`config.mk`:
```
export PLATFORM = sky130hd
export DESIGN_NAME = lut_share_arbiter_flat
export DESIGN_NICKNAME = d
export VERILOG_FILES = /design/src/rtl/lut_share_pkg.sv /design/src/rtl/lut_share_arbiter_if.sv /design/src/rtl/lut_eval.sv /design/src/rtl/lut_share_arbiter.sv /design/src/flat_wrapper.sv
export SDC_FILE = /design/constraint.sdc
export NUM_CORES = 1
export LEC_CHECK = 0
export ABC_CLOCK_PERIOD_IN_PS = 3500
export CORE_ASPECT_RATIO = 1.4
export CORE_MARGIN = 5
export CORE_UTILIZATION = 36
export DETAILED_ROUTE_END_ITERATION = 6
export GPL_TIMING_DRIVEN = 0
export PLACE_DENSITY = 0.88
export SLEW_MARGIN = 20
export SYNTH_ARGS = -nofsm -noshare
export SYNTH_HDL_FRONTEND = slang
export SYNTH_HIERARCHICAL = 1
export SYNTH_SLANG_ARGS = --single-unit
```
`constraint.sdc`:
```
create_clock -name clk -period 3.5 [get_ports clk]
set_input_delay 0.525 -clock clk [delete_from_list [all_inputs] [get_ports clk]]
set_output_delay 0.525 -clock clk [all_outputs]
set_load 0.02 [all_outputs]
```
`src/rtl/lut_share_pkg.sv`:
```
// Shared constants and request type for the shared soft-LUT arbiter.
package lut_share_pkg;

  localparam int LUT_W = 16;
  localparam int SEL_W = 4;

  // Canonical single-input patterns: each one makes the LUT output equal one input.
  // IA follows d, IB follows c, IC follows b, ID follows a.
  localparam logic [LUT_W-1:0] IA = 16'hFF00;
  localparam logic [LUT_W-1:0] IB = 16'hF0F0;
  localparam logic [LUT_W-1:0] IC = 16'hCCCC;
  localparam logic [LUT_W-1:0] ID = 16'hAAAA;

  // One request payload. The field is called tbl because "table" is a reserved word.
  typedef struct packed {
    logic [LUT_W-1:0] tbl;
    logic [SEL_W-1:0] sel;
  } lut_req_t;

endpackage

```
`src/rtl/lut_share_arbiter_if.sv`:
```
// Request/response bundle between the requesters and the shared LUT arbiter.
interface lut_share_arbiter_if
  import lut_share_pkg::*;
#(
  parameter int NREQ = 4,
  parameter int ID_W = $clog2(NREQ)
) ();

  logic [NREQ-1:0]       req_valid;
  logic [NREQ-1:0]       req_ready;
  logic [NREQ*LUT_W-1:0] req_table;
  logic [NREQ*SEL_W-1:0] req_sel;
  logic                  resp_valid;
  logic                  resp_ready;
  logic [ID_W-1:0]       resp_id;
  logic                  resp_o;
  logic [7:0]            busy_cnt;

  // Requester/consumer side.
  modport master (
    output req_valid, req_table, req_sel, resp_ready,
    input  req_ready, resp_valid, resp_id, resp_o, busy_cnt
  );

  // Arbiter side.
  modport slave (
    input  req_valid, req_table, req_sel, resp_ready,
    output req_ready, resp_valid, resp_id, resp_o, busy_cnt
  );

endinterface

```
`src/rtl/lut_eval.sv`:
```
// Combinational 4-input soft LUT: the output is tbl indexed by sel = {d,c,b,a}.
module lut_eval
  import lut_share_pkg::*;
(
  input  logic [LUT_W-1:0] tbl,
  input  logic [SEL_W-1:0] sel,
  output logic             o
);

  assign o = tbl[sel];

endmodule

```
`src/rtl/lut_share_arbiter.sv`:
```
// Shares one soft-LUT evaluator among NREQ requesters. One request is granted per
// cycle (round-robin or fixed priority), and the result is returned through a
// single registered response stage together with the requester id.
module lut_share_arbiter
  import lut_share_pkg::*;
#(
  parameter int NREQ        = 4,
  parameter bit ROUND_ROBIN = 1'b1,
  parameter int ID_W        = $clog2(NREQ)
) (
  input logic               clk,
  input logic               rst_n,
  lut_share_arbiter_if.slave bus
);

  lut_req_t        req_arr [NREQ];
  lut_req_t        win_req;
  logic            resp_valid_reg;
  logic [ID_W-1:0] resp_id_reg;
  logic            resp_o_reg;
  logic [7:0]      busy_cnt_reg;
  logic [ID_W-1:0] rr_ptr_reg;
  logic [ID_W-1:0] rr_ptr_next;
  logic [ID_W-1:0] grant_idx;
  logic [ID_W:0]   search_idx;
  logic [NREQ-1:0] grant_onehot;
  logic            found;
  logic            grant;
  logic            can_take;
  logic            eval_o;

  // Unpack each requester's slice of the flat buses into a request struct.
  generate
    for (genvar gi = 0; gi < NREQ; gi++) begin : g_unpack
      assign req_arr[gi].tbl = bus.req_table[LUT_W*gi +: LUT_W];
      assign req_arr[gi].sel = bus.req_sel[SEL_W*gi +: SEL_W];
    end
  endgenerate

  // The output stage can take a new result when it is empty or is being drained.
  assign can_take = !resp_valid_reg || bus.resp_ready;

  // Winner search: walk from rr_ptr (or from 0 for fixed priority) and take the first valid.
  always_comb begin
    found      = 1'b0;
    grant_idx  = '0;
    search_idx = '0;
    for (int k = 0; k < NREQ; k++) begin
      if (ROUND_ROBIN) begin
        search_idx = {1'b0, rr_ptr_reg} + (ID_W+1)'(k);
        if (search_idx >= (ID_W+1)'(NREQ)) begin
          search_idx = search_idx - (ID_W+1)'(NREQ);
        end
      end else begin
        search_idx = (ID_W+1)'(k);
      end
      if (!found && bus.req_valid[search_idx[ID_W-1:0]]) begin
        found     = 1'b1;
        grant_idx = search_idx[ID_W-1:0];
      end
    end
  end

  // Grant is re-evaluated every cycle; nothing is granted while reset is asserted.
  always_comb begin
    grant        = found && can_take && rst_n;
    grant_onehot = '0;
    if (grant) begin
      grant_onehot[grant_idx] = 1'b1;
    end
    if (grant_idx == ID_W'(NREQ - 1)) begin
      rr_ptr_next = '0;
    end else begin
      rr_ptr_next = grant_idx + ID_W'(1);
    end
  end

  // Only the winner's payload reaches the evaluator, so other requesters' data is ignored.
  assign win_req = req_arr[grant_idx];

  lut_eval u_eval (
    .tbl (win_req.tbl),
    .sel (win_req.sel),
    .o   (eval_o)
  );

  // Response stage, rotating pointer and blocked-cycle counter.
  always_ff @(posedge clk or negedge rst_n) begin
    if (!rst_n) begin
      resp_valid_reg <= 1'b0;
      resp_id_reg    <= '0;
      resp_o_reg     <= 1'b0;
      busy_cnt_reg   <= '0;
      rr_ptr_reg     <= '0;
    end else begin
      if (grant) begin
        resp_valid_reg <= 1'b1;
        resp_id_reg    <= grant_idx;
        resp_o_reg     <= eval_o;
        rr_ptr_reg     <= rr_ptr_next;
      end else if (bus.resp_ready) begin
        resp_valid_reg <= 1'b0;
      end
      if (|bus.req_valid && !can_take && busy_cnt_reg != 8'hFF) begin
        busy_cnt_reg <= busy_cnt_reg + 8'd1;
      end
    end
  end

  assign bus.req_ready  = grant_onehot;
  assign bus.resp_valid = resp_valid_reg;
  assign bus.resp_id    = resp_id_reg;
  assign bus.resp_o     = resp_o_reg;
  assign bus.busy_cnt   = busy_cnt_reg;

endmodule
```
`src/flat_wrapper.sv`:
```
// flat-port wrapper written by rule: the top's interface ports become plain ports
module lut_share_arbiter_flat import lut_share_pkg::*;
#(
  parameter int NREQ        = 4,
  parameter bit ROUND_ROBIN = 1'b1,
  parameter int ID_W        = $clog2(NREQ)
)
  (clk, rst_n, bus_req_valid, bus_req_table, bus_req_sel, bus_resp_ready, bus_req_ready, bus_resp_valid, bus_resp_id, bus_resp_o, bus_busy_cnt);
  lut_share_arbiter_if #(.NREQ(NREQ), .ID_W(ID_W)) bus_i ();
  input logic clk;
  input logic rst_n;
  input wire logic [$bits(bus_i.req_valid)-1:0] bus_req_valid;
  input wire logic [$bits(bus_i.req_table)-1:0] bus_req_table;
  input wire logic [$bits(bus_i.req_sel)-1:0] bus_req_sel;
  input wire logic [$bits(bus_i.resp_ready)-1:0] bus_resp_ready;
  output wire logic [$bits(bus_i.req_ready)-1:0] bus_req_ready;
  output wire logic [$bits(bus_i.resp_valid)-1:0] bus_resp_valid;
  output wire logic [$bits(bus_i.resp_id)-1:0] bus_resp_id;
  output wire logic [$bits(bus_i.resp_o)-1:0] bus_resp_o;
  output wire logic [$bits(bus_i.busy_cnt)-1:0] bus_busy_cnt;
  assign bus_i.req_valid = bus_req_valid;
  assign bus_i.req_table = bus_req_table;
  assign bus_i.req_sel = bus_req_sel;
  assign bus_i.resp_ready = bus_resp_ready;
  assign bus_req_ready = bus_i.req_ready;
  assign bus_resp_valid = bus_i.resp_valid;
  assign bus_resp_id = bus_i.resp_id;
  assign bus_resp_o = bus_i.resp_o;
  assign bus_busy_cnt = bus_i.busy_cnt;
  lut_share_arbiter #(.NREQ(NREQ), .ROUND_ROBIN(ROUND_ROBIN), .ID_W(ID_W)) u_core (.clk(clk), .rst_n(rst_n), .bus(bus_i));
endmodule
```
### Word level (Yosys, flattened, before mapping)

Cells that the tools add are included.

| cells by class | value |
|---|---|
| bitwise gates (word level) | 1 |
| $lt $le $gt $ge | 12 |
| reductions and logical operators | 16 |
| $add $sub $neg | 9 |
| eq/ne operators | 2 |
| muxes and demuxes | 31 |

Operators by type and width:

| kind | number |
|---|---|
| 20-bit binary-select mux with 2-bit select | 1 |
| 20-bit two-way mux | 2 |
| 2-bit two-way mux | 9 |
| 2-bit by 3-bit < comparator with 1-bit output, second input constant | 5 |
| 3-bit >= comparator, second input constant | 4 |
| 1-bit two-way mux | 12 |
| 8-bit by 1-bit adder with 8-bit output, second input constant | 1 |
| 1-bit binary-select mux with 2-bit select | 4 |
| 1-bit logical AND | 8 |
| 8-bit inequality test, second input constant | 1 |
| 2-bit by 1-bit subtractor with 2-bit output, second input constant | 4 |
| 2-bit by 2-bit adder with 3-bit output, second input constant | 2 |
| 1-bit zero test | 5 |
| 4-bit by 5-bit < comparator with 1-bit output, second input constant | 1 |
| 1-bit binary-select mux with 4-bit select | 1 |
| 4-bit two-way mux | 1 |
| 4-bit OR reduction | 1 |
| 2-bit by 1-bit adder with 3-bit output, second input constant | 1 |
| 2-bit by 3-bit >= comparator with 1-bit output, second input constant | 1 |
| 2-bit inverter with 3-bit output | 1 |
| 2-bit by 1-bit adder with 2-bit output, second input constant | 1 |
| 1-bit demux with 2-bit select | 1 |
| 2-bit == test, second input constant | 1 |
| 2-bit by 1-bit >= comparator with 1-bit output, second input constant | 1 |
| other kinds (2) | 2 |

| storage, ports and cells | value |
|---|---|
| bits in registers | 14 |
| bits of input ports | 87 |
| output and inout port bits | 16 |

### Longest topological paths before layout

| depth | value |
|---|---|
| depth after elaboration | 20 |
| mapped depth | 11 |

### By module

Netlist, hierarchy kept.

By module, submodules not included:

| module | sequential area each (µm²) | area each (µm²) | instances | cells an instance |
|---|---|---|---|---|
| lut_share_arbiter | 350.3 | 1413.9 | 1 | 140 |
| lut_eval | 0.0 | 135.1 | 1 | 7 |

### Worst setup path after synthesis

No wires, ideal clock.

| path | value |
|---|---|
| path type | input to register |
| from | input port bus_req_valid[0] |
| to | register u_core.resp_o_reg, in the netlist u_core/bus.resp_o |
| stages | 10 |
| library setup time | 0.125 ns |
| arrival time | 2.786 ns |
| data required time | 3.375 ns |
| slack | 0.590 ns |
| path buffers | 1 |
| cells stage by stage | nor2b_1 -> nor3_1 -> a21oi_1 -> nor2_2 -> buf_4 -> mux2i_1 -> mux4_1 -> mux2i_1 -> mux2i_1 -> mux2_2 |

RTL lines:

| element | RTL line | RTL |
|---|---|---|
| start, declared | flat_wrapper.sv:12 | `input wire logic [$bits(bus_i.req_valid)-1:0] bus_req_valid;` |
| end signal, assigned | lut_share_arbiter.sv:99 | `resp_o_reg <= eval_o;` |
| end, declared | lut_share_arbiter.sv:20 | `logic resp_o_reg;` |

### Worst setup path after layout

| path | value |
|---|---|
| from | input port bus_req_valid[0] |
| to | output port bus_req_ready[0] |

| between the ends | value |
|---|---|
| cells in the longest elaborated chain, start to end | 17 |
| elaborated cells between the ends (all ways) | 30 |

RTL lines:

| element | RTL line | RTL |
|---|---|---|
| 1-bit binary-select mux with 2-bit select | lut_share_arbiter.sv:57 | `if (!found && bus.req_valid[search_idx[ID_W-1:0]]) begin` |
| 1-bit two-way mux (not written as such) | lut_share_arbiter.sv:57 |  |
| 1-bit two-way mux | lut_share_arbiter.sv:57 |  |
| 1-bit zero test | lut_share_arbiter.sv:57 |  |
| 1-bit logical AND | lut_share_arbiter.sv:57 |  |
| 1-bit two-way mux | lut_share_arbiter.sv:57 |  |
| 1-bit zero test | lut_share_arbiter.sv:57 |  |
| 1-bit logical AND | lut_share_arbiter.sv:57 |  |
| 1-bit two-way mux | lut_share_arbiter.sv:57 |  |
| 1-bit zero test | lut_share_arbiter.sv:57 |  |
| 1-bit logical AND | lut_share_arbiter.sv:57 |  |
| 2-bit two-way mux | lut_share_arbiter.sv:57 |  |
| 2-bit by 3-bit < comparator with 1-bit output (not written as such) or 2-bit by 1-bit >= comparator with 1-bit output (tied branches) | lut_share_arbiter.sv:69 | `grant_onehot[grant_idx] = 1'b1;` |
| 1-bit logical AND (not written as such) | lut_share_arbiter.sv:69 |  |
| 1-bit two-way mux (not written as such) | lut_share_arbiter.sv:69 |  |
| 1-bit demux with 2-bit select | -- |  |
| 4-bit two-way mux * | lut_share_arbiter.sv:68 | `if (grant) begin` |
| end, declared | flat_wrapper.sv:16 | `output wire logic [$bits(bus_i.req_ready)-1:0] bus_req_ready;` |

Mark *: on every way between the ends. The rest lies on a longest branch, timed or not. The select of a mux whose other input is x is not followed.

==> summary.md <==
| Metric | Value |
|---|---|
| Post-synthesis sequential area ratio | `0.2262` |
| Power per cell area | `543.6 nW/um2` |
| DP Area | `2626 um2` |
| Diode count | `0` |
| H-tree depth | `1` |
| Multi-input logic area | `1144 um2` |
| DRT iter0 DRCs | `45` |
| Vias in the first global route | `1597` |
| Syn Area/Cell | `10.54 um2` |
| Starting density of the core | `0.3685` |
| Crit path required time | `2.97 ns` |
| Layout Skew | `0.003054 ns` |
| Worst rel slew slack | `0.5375` |
| Outcome | `completed` |
| Worst path arrival time | `2.74 ns` |
| Crit. End Element | `primary output` |
| Switching Share | `0.3855` |
| CTS tree | `built` |
| Mapped Area | `1549 um2` |
| Yosys reg bits | `14` |
| Final period demand of the worst path | `3.269 ns` |
| Number of remaining DRC errors | `0` |
| Clk_lat worst skew | `0.24 ns` |
| Largest net degree at the start of global routing | `17` |
| All-Layer GR Usage | `0.1496` |
| Final WL | `4470 um` |
| Area grow syn2layout | `74.23%` |
| Worst Max-Slew Pin Slew | `0.6938 ns` |
| First-pass GRT wire length | `6886 um` |
| DRT Pass-1 Iters | `4` |
| Fillers | `346` |
| Netlist cell types | `30` |
| Core region area | `4204 um2` |
| Final worst slack | `0.2310 ns` |
| Share of layout cells above drive strength 1 | `0.1024` |
| Part of the power in registers | `0.201` |
| Detail Placement HPWL | `3915 um` |
| Cell Rows | `28` |
| Crit Path Class | `input port to primary output` |
| Hold_ws | `0.4385 ns` |
| Vias/cell | `5.084` |
| Tot Pwr | `1.467 mW` |
| Total of max-cap violations | `0` |
| Port buffer count | `102` |
| Fmax | `0.3059 GHz` |
| Clock power frac | `0.103` |
| Share of the clock period used by the worst path | `0.9340` |
| Max-slew violations | `0` |
| Gr ovfl total | `0` |
| Setup violators final | `0` |
| Inserted Clock Buffers | `3` |
| Max clock buf depth | `2` |
| Cell-internal power | `0.9017 mW` |
| Setup_tns | `0 ns` |
| Synth area leaders | `mux2i_1 (41%), dfrtp_1 (23%), mux4_1 (6.8%)` |
| Post-DR wirelength/cell | `14.95 um` |
| Comb power frac | `0.695` |
| Die Wd | `65.44 um` |
| Fraction of registers with async set/reset | `1.000` |
| Max FFs per register | `8` |
| Peak supply drop | `0.0002210 V` |
| GP Congestion | `0.7315` |
| Synthesized Nets | `236` |
| Leading cell type in the layout, fill and taps excluded | `clkdlybuf4s50_1` |
| Final net count | `344` |
| Final hold violations | `0` |
| Initial antenna violation count | `0` |
| Mapped Cells | `147` |
| Max Fanout on Critical Path | `10` |
| RSZ-0062 raised after global routing | `false` |
| Top_reg_cell synth | `dfrtp_1` |
| Chip height | `87.62 um` |
| Startpoint Class | `input port` |
| Pleak | `1.204 nW` |
| Final ANT Viol Nets | `0` |
| Most area-hungry cell type in the Yosys netlist | `mux2i_1` |
| Warnings, synthesis | `6` |
| Register area | `350.3 um2` |
| Die area | `5734 um2` |
| P_sw | `0.5655 mW` |
| Io pins | `103` |
| Number of synthesized flops with an enable pin | `0` |
| CTS sink cnt | `14` |
| Synth top area share | `0.4136` |
| Reg clk slew, reported paths | `0.06 ns` |
| Clock root cell | `clkbuf_8` |
| Min-Delay Path Class | `input port to asynchronous set/reset pin` |
| DR vias | `1520` |
| Final Instance Area | `2699 um2` |
| Most frequent cells in the layout | `clkdlybuf4s50_1 (100), mux2i_1 (63), dfrtp_1 (14), nand2_1 (8), buf_4 (8)` |
| Worst slack, placed | `-0.3099 ns` |
[critical path, cell delays in order]
cell             delay (ns)
clkdlybuf4s50_1        0.52
nor2b_1                0.20
nor3_1                 0.08
a21oi_1                0.26
nor2_4                 0.10
buf_4                  0.20
nor3_1                 0.22
clkdlybuf4s50_1        0.64
[final timing paths]
path	end	slack (ns)	depth (start not counted)	from
setup / recovery	bus_req_ready[0]	0.23	8	bus_req_valid[0]
hold / removal	u_core/bus.busy_cnt[4]	0.44	1	rst_n
setup reg to reg	u_core/bus.resp_o	0.71	11	u_core/rr_ptr_reg[0]
hold reg to reg	u_core/bus.resp_id[0]	0.51	1	u_core/bus.resp_id[0]
max in group asynchronous	u_core/rr_ptr_reg[1]	2.62	1	rst_n
min in group clk	u_core/bus.resp_id[0]	0.51	1	u_core/bus.resp_id[0]
[metrics by stage]
step	std cells	utilization
after floorplan	147	-
after global placement	294	0.6247
after detailed placement	294	0.6247
after CTS	298	0.6396
after global routing	299	0.6420
final	299	0.6420
[repair_timing]
action                                  in CTS  in global routing
pin swaps                                    0                  0
endpoints found under the setup margin       3                  2
setup buffers                                0                  1
resized for setup                            3                  1
hold buffers                                 0                  0
gates cloned                                 0                  0
[routing by layer]
layer | vias up | part of all wire | track usage
li1 | 765 | - | -
met1 | 702 | 0.34 | 0.1481
met2 | 51 | 0.60 | 0.3226
met3 | 2 | 0.062 | 0.02311
met4 | 0 | 0.0022 | 0.01698
met5 | - | 0 | 0
[power by group through the flow]
| stage | logic [mW] | registers (mW) | clock network (mW) |
|---|---|---|---|
| global route | 1.10 | 0.306 | 0.164 |
| floorplan | 0.628 | 0.345 | 0 |
| detailed placement | 1.02 | 0.298 | 0 |
| finish | 1.02 | 0.296 | 0.151 |
| global placement | 1.00 | 0.292 | 0 |
| CTS | 1.03 | 0.295 | 0.154 |
[cells in the mapped netlist (2+ instances only)]
cell	n
inv_1	3
mux2i_1	64
ha_1	2
mux4_1	4
a21oi_1	4
nor2_1	6
nand2_1	8
mux2_2	4
nor2b_1	4
xnor2_1	4
nand3_2	2
dfrtp_1	14
nor3_1	2
buf_4	7
nand3_1	4
[cells by family (layout without fill, tap and decap cells)]
| logic type | count (synthesis) | in the layout | share of synthesized area |
|---|---|---|---|
| fa+ha+maj | 2 | 2 | 0.01615 |
| mux | 73 | 73 | 0.5202 |
| simple gates | 35 | 35 | 0.1373 |
| buf+inv | 10 | 117 | 0.04119 |
| xor+xnor | 4 | 4 | 0.02261 |
| flops | 14 | 14 | 0.2262 |
| compound gates | 9 | 9 | 0.03635 |
[layout make-up]
class                      instances  area share
buffer                             7     0.01947
clock buffer                       4     0.02040
inverter                           3    0.004172
multi-input combinational        123      0.4237
sequential                        14      0.1298
tap                               45     0.02086
timing repair buffer             103      0.3815
Power figures use the tool's default switching activity.
==> RTL change, RTL diff (same settings) <==
`ROUND_ROBIN` is set to 1'b1 in 2 places; all go to 1'b0.
--- a/src/rtl/lut_share_arbiter.sv
+++ b/src/rtl/lut_share_arbiter.sv
@@ -5,7 +5,7 @@
   import lut_share_pkg::*;
 #(
   parameter int NREQ        = 4,
-  parameter bit ROUND_ROBIN = 1'b1,
+  parameter bit ROUND_ROBIN = 1'b0,
   parameter int ID_W        = $clog2(NREQ)
 ) (
   input logic               clk,
--- a/src/flat_wrapper.sv
+++ b/src/flat_wrapper.sv
@@ -2,7 +2,7 @@
 module lut_share_arbiter_flat import lut_share_pkg::*;
 #(
   parameter int NREQ        = 4,
-  parameter bit ROUND_ROBIN = 1'b1,
+  parameter bit ROUND_ROBIN = 1'b0,
   parameter int ID_W        = $clog2(NREQ)
 )
   (clk, rst_n, bus_req_valid, bus_req_table, bus_req_sel, bus_resp_ready, bus_req_ready, bus_resp_valid, bus_resp_id, bus_resp_o, bus_busy_cnt);
Formal check against the unedited RTL: not equivalent (Yosys sat finds a counterexample within 4 cycles, from zero or initial values and one cycle with rst_n low).
==> RTL change against the unedited design <==
Sequential cell count fell by 2. Global-route usage grew 4.2 points. Design area shrank 12%. Critical endpoint is now u_core/bus.resp_o$_DFFE_PN0P_. Worst setup slack gained 0.046 ns. Area after synthesis down 19%. Highest routed layer unchanged. Non-clock buffer count is 3 higher. Synthesized cell count is 2.0% lower. Sequential share of layout area is 0.34 points lower. First-iteration DRC count increased by 31%. Wire length grew 4.2%.
Power is not compared: it rests on default switching activity, and its combinational part moved more than twofold at a synthesized area within 25%.
==> RTL change: results <==
routing:
  wire_per_inst_um: 16.11
  drt-total-wl_mm: 4.656
  first_iter_violations: 59
placement:
  place_inst: 285
  routabilityCongestion: 0.8480
  port_buffers: 101
  hpwl_mm: 3.900
global_route:
  grt_max_degree: 15
  grt_pass1_vias: 1683
finish:
  drive_gt1_frac: 0.06024
  multi_input_area_share: 0.3744
  buffers_excl_clock: 113
  nNetsFinal: 338
  num-fill-cells: 268
  ff_latch_area_um2: 300.3
  buf_share: 0.4487
  clkCellAreaFrac: 0.02317
critical_path:
  crit_arrival_ns: 3.35
  cp-startpoint: "bus_req_valid[2]"
  cp_slowest_cell: "mux4_1"
  r2r_end: "u_core/bus.busy_cnt[1]$_DFFE_PN0P_"
  timing.rr.start: "u_core/bus.busy_cnt[0]$_DFFE_PN0P_"
  path_delay_family: "multiplexers"
yosys:
  synth_cell_type_count: 37
  synth.yosys.seq_area_share: 0.2390
  syn-num-nets: 232
timing:
  fin_skew_ns: 0.005114
  tightest_slew_ns: 0.5499
  final.setup.worst_slack_ns: 0.2769
  timing.hold.ws_ns: 0.5055
status:
  status: "complete, no violations"
clock_network:
  cts_resized: 0
min_path:
  hold_class: "reg2reg"
power_and_ir_drop:
  p_total_w: 0.0008735
RTL change: cell types whose count changed in the layout (fill, tap and decap cells not counted), sizes merged, moves of 3 or more:
cell    unedited run  this run
mux2i             64         4
buf                8         3
nand3              6         2
a22oi              0        40
o21ai              1        20
nor2               7         2
clkbuf             4        13
nor2b              5         2
RTL change: worst reg2reg max path, stage by stage, from the launching register on:
cell and delay (ns):
dfrtp_1 0.42, ha_1 0.24, nand3_1 0.18, o211ai_2 0.29
mux2_1 0.35
RTL change: cells by family after synthesis:
logic type	synth area share
AO/OA/AOI/OAI	0.3745
XOR/XNOR	0.02789
adder cells (fa/ha/maj)	0.009959
buffers and inverters	0.05577
flip-flops	0.2390
multiplexers	0.1454
AND/OR/NAND/NOR	0.1474
RTL change: layer usage:
metal | vias up | share of wire | global-route usage
li1 | 787 | - | -
met1 | 754 | 0.34 | 0.1949
met5 | - | 0 | 0
met4 | 0 | 0.037 | 0.09756
met2 | 106 | 0.50 | 0.3377
met3 | 19 | 0.12 | 0.05987
